==> config.mk <==
export PLATFORM = sky130hd
export DESIGN_NAME = hartslag_filter
export DESIGN_NICKNAME = d
export VERILOG_FILES = /design/src/rtl/hartslag_filter.sv
export SDC_FILE = /design/constraint.sdc
export NUM_CORES = 1
export LEC_CHECK = 0
export CORE_UTILIZATION = 57
export DETAILED_ROUTE_END_ITERATION = 16
export PLACE_DENSITY_LB_ADDON = 0.1
export REMOVE_ABC_BUFFERS = 1
export SLEW_MARGIN = 20
export SYNTH_ARGS = -nofsm -noshare
export SYNTH_HDL_FRONTEND = slang
export SYNTH_SLANG_ARGS = --single-unit
==> constraint.sdc <==
create_clock -name CLK -period 4.01 [get_ports CLK]
set_input_delay 0.6015 -clock CLK [delete_from_list [all_inputs] [get_ports CLK]]
set_output_delay 0.6015 -clock CLK [all_outputs]
set_load 0.02 [all_outputs]
==> src/rtl/hartslag_filter.sv <==
// hartslag_filter: conditions the raw heartbeat sensor line into one clean
// single-cycle Puls per beat. Two-flop synchroniser, debounce FSM, refractory
// window, beat-to-beat interval measurement and a no-heartbeat timeout flag.
//
// Debounce FSM states:
//   state | meaning
//   LAAG  | debounced level low, waiting for the line to rise
//   STIJG | line high, counting stable cycles before accepting the rise
//   HOOG  | debounced level high, waiting for the line to fall
//   DAAL  | line low, counting stable cycles before accepting the fall
module hartslag_filter #(
  parameter int unsigned CNT_W    = 28,
  parameter int unsigned DB_W     = 16,
  parameter int unsigned DEBOUNCE = 50000,
  parameter int unsigned REFRACT  = 15000000,
  parameter int unsigned TIMEOUT  = 150000000
) (
  input  logic             CLK,
  input  logic             Reset_n,
  input  logic             Sensor,
  output logic             Puls,
  output logic             Afgewezen,
  output logic [CNT_W-1:0] Interval,
  output logic             IntervalGeldig,
  output logic             GeenSlag
);

  localparam logic [DB_W-1:0]  DB_MAX  = DB_W'(DEBOUNCE);
  localparam logic [CNT_W-1:0] REF_C   = CNT_W'(REFRACT);
  localparam logic [CNT_W-1:0] TO_C    = CNT_W'(TIMEOUT);
  localparam logic [DB_W-1:0]  DB_ONE  = DB_W'(1);
  localparam logic [CNT_W-1:0] CNT_ONE = CNT_W'(1);

  typedef enum logic [1:0] {
    LAAG  = 2'd0,
    STIJG = 2'd1,
    HOOG  = 2'd2,
    DAAL  = 2'd3
  } db_state_e;

  logic             sync1_q, sync2_q;
  db_state_e        state_q, state_d;
  logic [DB_W-1:0]  dc_q, dc_d;
  logic             rise_edge;

  logic             eerste_q, eerste_d;
  logic [CNT_W-1:0] sinds_q, sinds_d;
  logic             puls_q, puls_d;
  logic             afg_q, afg_d;
  logic [CNT_W-1:0] interval_q, interval_d;
  logic             geldig_q, geldig_d;
  logic             geen_q, geen_d;

  // Bring the asynchronous sensor line into the clock domain.
  always_ff @(posedge CLK or negedge Reset_n) begin
    if (!Reset_n) begin
      sync1_q <= 1'b0;
      sync2_q <= 1'b0;
    end else begin
      sync1_q <= Sensor;
      sync2_q <= sync1_q;
    end
  end

  // Debounce state and stability counter registers.
  always_ff @(posedge CLK or negedge Reset_n) begin
    if (!Reset_n) begin
      state_q <= LAAG;
      dc_q    <= '0;
    end else begin
      state_q <= state_d;
      dc_q    <= dc_d;
    end
  end

  // Debounce next-state: a level change is accepted only after the
  // synchronised line has held the new level for DEBOUNCE further cycles.
  always_comb begin
    state_d   = state_q;
    dc_d      = dc_q;
    rise_edge = 1'b0;
    unique case (state_q)
      LAAG: begin
        if (sync2_q) begin
          state_d = STIJG;
          dc_d    = DB_ONE;
        end
      end
      STIJG: begin
        if (!sync2_q) begin
          state_d = LAAG;
          dc_d    = '0;
        end else if (dc_q == DB_MAX) begin
          state_d   = HOOG;
          dc_d      = '0;
          rise_edge = 1'b1;
        end else begin
          dc_d = dc_q + DB_ONE;
        end
      end
      HOOG: begin
        if (!sync2_q) begin
          state_d = DAAL;
          dc_d    = DB_ONE;
        end
      end
      DAAL: begin
        // A bounce back high during the fall returns to HOOG without a new edge.
        if (sync2_q) begin
          state_d = HOOG;
          dc_d    = '0;
        end else if (dc_q == DB_MAX) begin
          state_d = LAAG;
          dc_d    = '0;
        end else begin
          dc_d = dc_q + DB_ONE;
        end
      end
      default: begin
        state_d = LAAG;
        dc_d    = '0;
      end
    endcase
  end

  // Beat acceptance, refractory rejection, interval capture and timeout.
  always_comb begin
    puls_d     = 1'b0;
    afg_d      = 1'b0;
    eerste_d   = eerste_q;
    interval_d = interval_q;
    geldig_d   = geldig_q;
    geen_d     = geen_q;

    if (rise_edge) begin
      if (eerste_q) begin
        puls_d   = 1'b1;
        eerste_d = 1'b0;
      end else if (sinds_q < REF_C) begin
        afg_d = 1'b1;
      end else begin
        puls_d = 1'b1;
        // A beat ending a timeout gap restarts timing but is not a measurement.
        if (!geen_q) begin
          interval_d = sinds_q + CNT_ONE;
          geldig_d   = 1'b1;
        end
      end
    end

    if (puls_d) begin
      sinds_d = '0;
    end else if (sinds_q < TO_C) begin
      sinds_d = sinds_q + CNT_ONE;
    end else begin
      sinds_d = sinds_q;
    end

    // GeenSlag rises together with Sinds reaching TIMEOUT, so an accepted
    // measurement can never exceed TIMEOUT.
    if (puls_d) begin
      geen_d = 1'b0;
    end else if (!eerste_q && (sinds_d == TO_C)) begin
      geen_d   = 1'b1;
      geldig_d = 1'b0;
    end
  end

  // Registered beat outputs and timing state.
  always_ff @(posedge CLK or negedge Reset_n) begin
    if (!Reset_n) begin
      eerste_q   <= 1'b1;
      sinds_q    <= '0;
      puls_q     <= 1'b0;
      afg_q      <= 1'b0;
      interval_q <= '0;
      geldig_q   <= 1'b0;
      geen_q     <= 1'b0;
    end else begin
      eerste_q   <= eerste_d;
      sinds_q    <= sinds_d;
      puls_q     <= puls_d;
      afg_q      <= afg_d;
      interval_q <= interval_d;
      geldig_q   <= geldig_d;
      geen_q     <= geen_d;
    end
  end

  assign Puls           = puls_q;
  assign Afgewezen      = afg_q;
  assign Interval       = interval_q;
  assign IntervalGeldig = geldig_q;
  assign GeenSlag       = geen_q;

  // Accept and reject strobes are mutually exclusive.
  a_puls_afg_excl: assert property (@(posedge CLK) disable iff (!Reset_n)
    !(puls_q && afg_q));

  // The measured interval is bounded by the saturating timer.
  a_interval_max: assert property (@(posedge CLK) disable iff (!Reset_n)
    interval_q <= TO_C);

endmodule

==> run summary, run 1 <==
CP max stage delay: 0.73 ns
Ys async rst share: 1.00
Final GP Congestion: 0.923
I/O pins: 35
Fin crit share: 0.793
Combinational share of power: 0.067
First-pass GRT wire length: 17,500 um
Setup repair bufs after CTS: 0
Register bit total from synthesis: 81
Total track usage: 0.269
Layout Skew: 0.00895 ns
Antenna viol nets, final: 0
Ant. Diodes: 0
Top_reg_cell synth: dfrtp_1
Net Sw Power: 391 uW
Most instantiated library cell after synthesis: dfrtp_1
Cells along the critical path: inv_1 > ha_1 > nand4bb_1 > nor4_1 > nand3_1 > or4_2 > buf_4 > mux2_4
Worst slew margin: 0.426
Initial DRC count: 286
Min Hold Slack: 0.277 ns
PortBufs: 34
Final HPWL DP: 7170 um
Clock-pin slew on the worst setup and hold paths: 0.08 ns
Reg2reg setup slack: 0.83 ns
Syn_area_per_cell: 9.06 um^2
Yosys warnings: 0
Pin slew with the least headroom to its limit: 0.853 ns
P per Cell Area: 295 mW/mm^2
Fin nets: 526
Via count: 3,685
Die width: 91.5 um
Fmax: 314 MHz
Final WL: 10,200 um
CP max-delay cell: nor4_1
Largest net degree at the start of global routing: 82
Clock power share: 0.359
Final setup violation count: 0
DR DRC count: 0
HP Class: in -> async
Hold buffers post-CTS: 0
Dpl cells: 611
Detailed-router iteration count before antenna repair: 5
Worst setup SP type: flop
Drt wl/cell: 16.3 um
CTS tree: yes
Synth cell types: 60
Critical path peak fanout: 31
Core area: 0.00773 mm^2
CP required: 4.26 ns
Pint: 1.11 mW
RSZ-0062 raised after global routing: no
Fin cells: 627
Largest area contributor in the netlist: dfrtp_1
H-tree levels: 3
Worst vdd ir: 0.319 mV
Clk Latency, worst-skew pair: 0.36 ns
Net Sw Frac: 0.261
Number of global-route vias before repair: 3,473
Sequential area share after synthesis: 0.444
CTS Buf Count: 9
Final Hold Vio Count: 0
Minimum clock period after layout: 3.18 ns
Ranking of synthesized cells by area: dfrtp_1, xnor2_1, xor2_1
Setup TNS: 0 ns
Row cnt: 32
Status: complete, no violations
Synthesized instance count: 504
Worst-case clock buffer depth: 2
Layout cells sized above 1: 0.0762
Final Slew Violations: 0
Mapped cell area: 0.00457 mm^2
Sequential power share: 0.574
Antenna violations before repair: 0
GRT overflow: 0
Worst setup EP type: flop
Syn-to-layout area delta: 11.0%
Post-synth EDFFs: 0
Post-synth top cells: dfrtp_1, nand2_1, nor2_1
CTS Sinks: 81
Crit path DAT: 3.43 ns
Die Height: 91.5 um
Die area: 0.00837 mm^2
Critical path class: reg -> reg
Starting Density: 0.591
Maximum Capacitance Violations: 0
Leak: 2.08 nW
Synth top area share: 0.438
Vias/cell: 5.88
Root buffer cell: clkbuf_8
Cts repair resizes: 0
[worst paths after layout]
kind,to,start,cells past startpoint
max,Interval[1],dc_q[0],8
min in group CLK,sync2_q,sync1_q,0
max reg2reg,Interval[1],dc_q[0],8
min,Interval[9],Reset_n,1
max in group asynchronous,dc_q[3],Reset_n,1
min reg2reg,sync2_q,sync1_q,0
[power by group through the flow]
stage               sequential [mW]  combinational [mW]  clock (mW)
floorplan                     0.869              0.0629           0
global placement              0.873              0.0994           0
detailed placement            0.875               0.102           0
CTS                           0.858               0.102       0.553
global route                  0.862               0.116       0.585
finish                        0.859               0.101       0.538
[registers in the layout, indices dropped and copies added (netlist names), named ones only]
register and flops:
Afgewezen 1, GeenSlag 1, Interval 28, IntervalGeldig 1
Puls 1, dc_q 16, eerste_q 1, sinds_q 28
state_q 1, sync1_q 1, sync2_q 1
[final cells by class]
cell class	instances	area (um^2)
clock inverter	4	28.8
fill	662	2660
multi-input combinational	379	2320
inverter	10	37.5
sequential	81	2030
timing repair buffer	39	379
tap	102	128
clock buffer	12	145
[routing by layer]
layer / vias to the layer above / global-route usage / part of all wire
met5: - / 0 / 0
met3: 16 / 0.0410 / 0.049
met1: 1765 / 0.358 / 0.44
met4: 0 / 0.106 / 0.019
li1: 1778 / - / -
met2: 126 / 0.442 / 0.49
[critical path: cells and delay by family, from the launching register on]
kind	cells	cell delay, ns
adder cells (fa/ha/maj)	1	0.19
buffers and inverters	2	0.33
flip-flops	1	0.42
multiplexers	1	0.32
AND/OR/NAND/NOR	4	1.81
[kinds of logic after synthesis]
logic type      after synthesis  share of synthesized area
flops                        81                      0.444
fa+ha+maj                     3                    0.00822
compound gates               81                      0.116
buf+inv                      44                     0.0482
simple gates                229                      0.253
xor+xnor                     61                      0.117
mux                           5                     0.0137
[cells in the final DEF, fill, tap and decap left out, types with 11 or more instances in the layout]
master,n
nand4_1,13
clkdlybuf4s50_1,33
xnor2_1,31
xor2_1,30
dfrtp_1,80
nand3_1,23
nand2_1,64
nor2_1,61
a21oi_1,11
o21ai_1,17
o21ai_0,12
[metrics by stage]
stage | setup WS [ns] | power (mW) | area [um^2] | util
after floorplan | 0.698 | 0.932 | 4380 | -
after global placement | 0.885 | 0.972 | 4890 | 0.633
after detailed placement | 0.898 | 0.977 | 4890 | 0.633
after CTS | 0.858 | 1.51 | 5060 | 0.655
after global routing | 0.672 | 1.56 | 5070 | 0.656
final | 0.829 | 1.50 | 5070 | 0.656
No activity file was read; power rests on OpenSTA's default activity.
==> run 2: changes to the inputs <==
--- a/config.mk
+++ b/config.mk
@@ -5,7 +5,7 @@
 export SDC_FILE = /design/constraint.sdc
 export NUM_CORES = 1
 export LEC_CHECK = 0
-export CORE_UTILIZATION = 57
+export CORE_UTILIZATION = 53
 export DETAILED_ROUTE_END_ITERATION = 16
 export PLACE_DENSITY_LB_ADDON = 0.1
 export REMOVE_ABC_BUFFERS = 1
==> constraint.sdc (replaced) <==
create_clock -name CLK -period 2.79 [get_ports CLK]
set_input_delay 0.4185 -clock CLK [delete_from_list [all_inputs] [get_ports CLK]]
set_output_delay 0.4185 -clock CLK [all_outputs]
set_load 0.02 [all_outputs]
==> run 2 against run 1 <==
Routed wire length grew 10%. Total power grew 57%. Highest routed layer unchanged. Global-route usage grew 0.15 points. Flip-flop and latch count is the same.
==> run summary, run 2 (synthesis results as in run 1) <==
Worst slew margin: 0.500 (+0.0740)
HP Class: in -> async
Final HPWL DP: 8090 um (+13%)
Core area: 0.00826 mm^2 (+6.9%)
Fmax: 373 MHz (+19%)
Root buffer cell: clkbuf_8
Worst setup EP type: flop
Leading cell type in the layout, fill and taps excluded: dfrtp_1
Pin slew with the least headroom to its limit: 0.750 ns (-0.103 ns)
Ant. Diodes: 0 (unchanged)
Die width: 94.8 um (+3.6%)
Overall power: 2.35 mW (+57%)
Largest net degree at the start of global routing: 82 (unchanged)
Layout cells sized above 1: 0.167 (+0.0905)
Total track usage: 0.271 (+0.00151)
Most frequent cells in the layout: dfrtp_1, nand2_1, nor2_1, buf_4, clkdlybuf4s50_1
PortBufs: 34 (unchanged)
Initial DRC count: 218 (-24%)
Fin crit share: 0.960 (+0.167)
Syn-to-layout area delta: 21.2%
Cts repair resizes: 3 (+3)
Final Slew Violations: 0 (unchanged)
CP required: 3.03 ns (-1.23 ns)
Leak: 2.38 nW (+14%)
Worst setup SP type: flop
H-tree levels: 3 (unchanged)
Crit path DAT: 2.92 ns (-0.51 ns)
Status: complete, no violations
Worst-case clock buffer depth: 2 (unchanged)
Layout Skew: 0.0182 ns (+0.00921 ns)
DR DRC count: 0 (unchanged)
Minimum clock period after layout: 2.68 ns (-0.503 ns)
CTS Sinks: 81 (unchanged)
Hold buffers post-CTS: 0 (unchanged)
Detailed-router iteration count before antenna repair: 4 (-1)
P per Cell Area: 424 mW/mm^2 (+44%)
Antenna violations before repair: 0 (unchanged)
Final setup violation count: 0 (unchanged)
Fin nets: 577 (+9.7%)
Final WL: 11,300 um (+10%)
Critical path class: reg -> reg
Clock-pin slew on the worst setup and hold paths: 0.09 ns (about the same)
Die area: 0.00899 mm^2 (+7.4%)
Min Hold Slack: 0.0671 ns (-0.209 ns)
Setup repair bufs after CTS: 0 (unchanged)
Number of global-route vias before repair: 3,641 (+4.8%)
Starting Density: 0.553 (-0.0380)
Drt wl/cell: 16.5 um (+1.4%)
Maximum Capacitance Violations: 0 (unchanged)
Worst vdd ir: 0.228 mV (-29%)
CTS tree: yes
I/O pins: 35 (unchanged)
Reg2reg setup slack: 0.11 ns (-0.72 ns)
Clk Latency, worst-skew pair: 0.36 ns (about the same)
RSZ-0062 raised after global routing: no
Final Hold Vio Count: 0 (unchanged)
Via count: 3,879 (+5.3%)
Row cnt: 33 (+3.1%)
Die Height: 94.8 um (+3.6%)
Critical path peak fanout: 8 (-74%)
First-pass GRT wire length: 18,400 um (+4.9%)
Antenna viol nets, final: 0 (unchanged)
CTS Buf Count: 9 (unchanged)
Vias/cell: 5.70 (-3.1%)
GRT overflow: 0 (unchanged)
Layout fillers: 697 (+5.3%)
Final GP Congestion: 0.914 (-0.99%)
==> run 2: per-layer routing <==
metal  track usage  wire (um)  up-vias
li1              -          -     1877
met1         0.383       5460     1872
met2         0.417       5020      108
met3        0.0386        479       22
met4         0.107        287        0
met5             0          0        -
==> run 2: path summary, 6_finish.rpt <==
kind | startpoint | endpoint | cells past startpoint
max | sinds_q[26] | IntervalGeldig | 11
max in group asynchronous | Reset_n | sinds_q[17] | 1
min in group CLK | sync1_q | sync2_q | 0
min | Reset_n | Interval[13] | 1
max reg2reg | sinds_q[26] | IntervalGeldig | 11
min reg2reg | sync1_q | sync2_q | 0
==> run 2: through the flow <==
step,TNS [ns],cells,setup slack (ns),util,cell area (um^2)
2_1_floorplan,-12.81,470,-0.522,-,4380
3_3_place_gp,-0.116,665,-0.107,0.641,5290
3_5_place_dp,-0.0846,665,-0.0846,0.641,5290
4_1_cts,0,681,0.0590,0.668,5510
5_1_grt,0,681,0.00903,0.670,5530
6_report,0,681,0.111,0.670,5530
==> run 2: worst max-delay path: stages, from the launching register on <==
cell	delay, ns
dfrtp_1	0.39
or3_1	0.39
buf_4	0.16
o21ai_1	0.13
buf_4	0.16
and2_1	0.36
buf_4	0.19
buf_4	0.14
a22oi_1	0.10
nor4_1	0.18
nand4_1	0.20
a21boi_1	0.17
==> run 2: report_power, final <==
group	internal [mW]	total (mW)	switching, mW
logic	0.0593	0.165	0.106
clock network	0.506	0.951	0.445
registers	1.20	1.23	0.0345
==> run 2: layout make-up <==
class,instances,area (um^2),area share
Clock inverter,5,78.8,0.0142
Sequential cell,81,2030,0.366
Multi-Input combinational cell,379,2350,0.425
Tap cell,105,131,0.0237
Inverter,10,37.5,0.00678
Timing Repair Buffer,90,774,0.140
Clock buffer,11,131,0.0237
==> run 3: changes to the inputs <==
--- a/config.mk
+++ b/config.mk
@@ -13,3 +13,4 @@
 export SYNTH_ARGS = -nofsm -noshare
 export SYNTH_HDL_FRONTEND = slang
 export SYNTH_SLANG_ARGS = --single-unit
+export TNS_END_PERCENT = 30
==> results of run 3 <==
No change in the layout: final DEF, timing and power equal those of run 2.
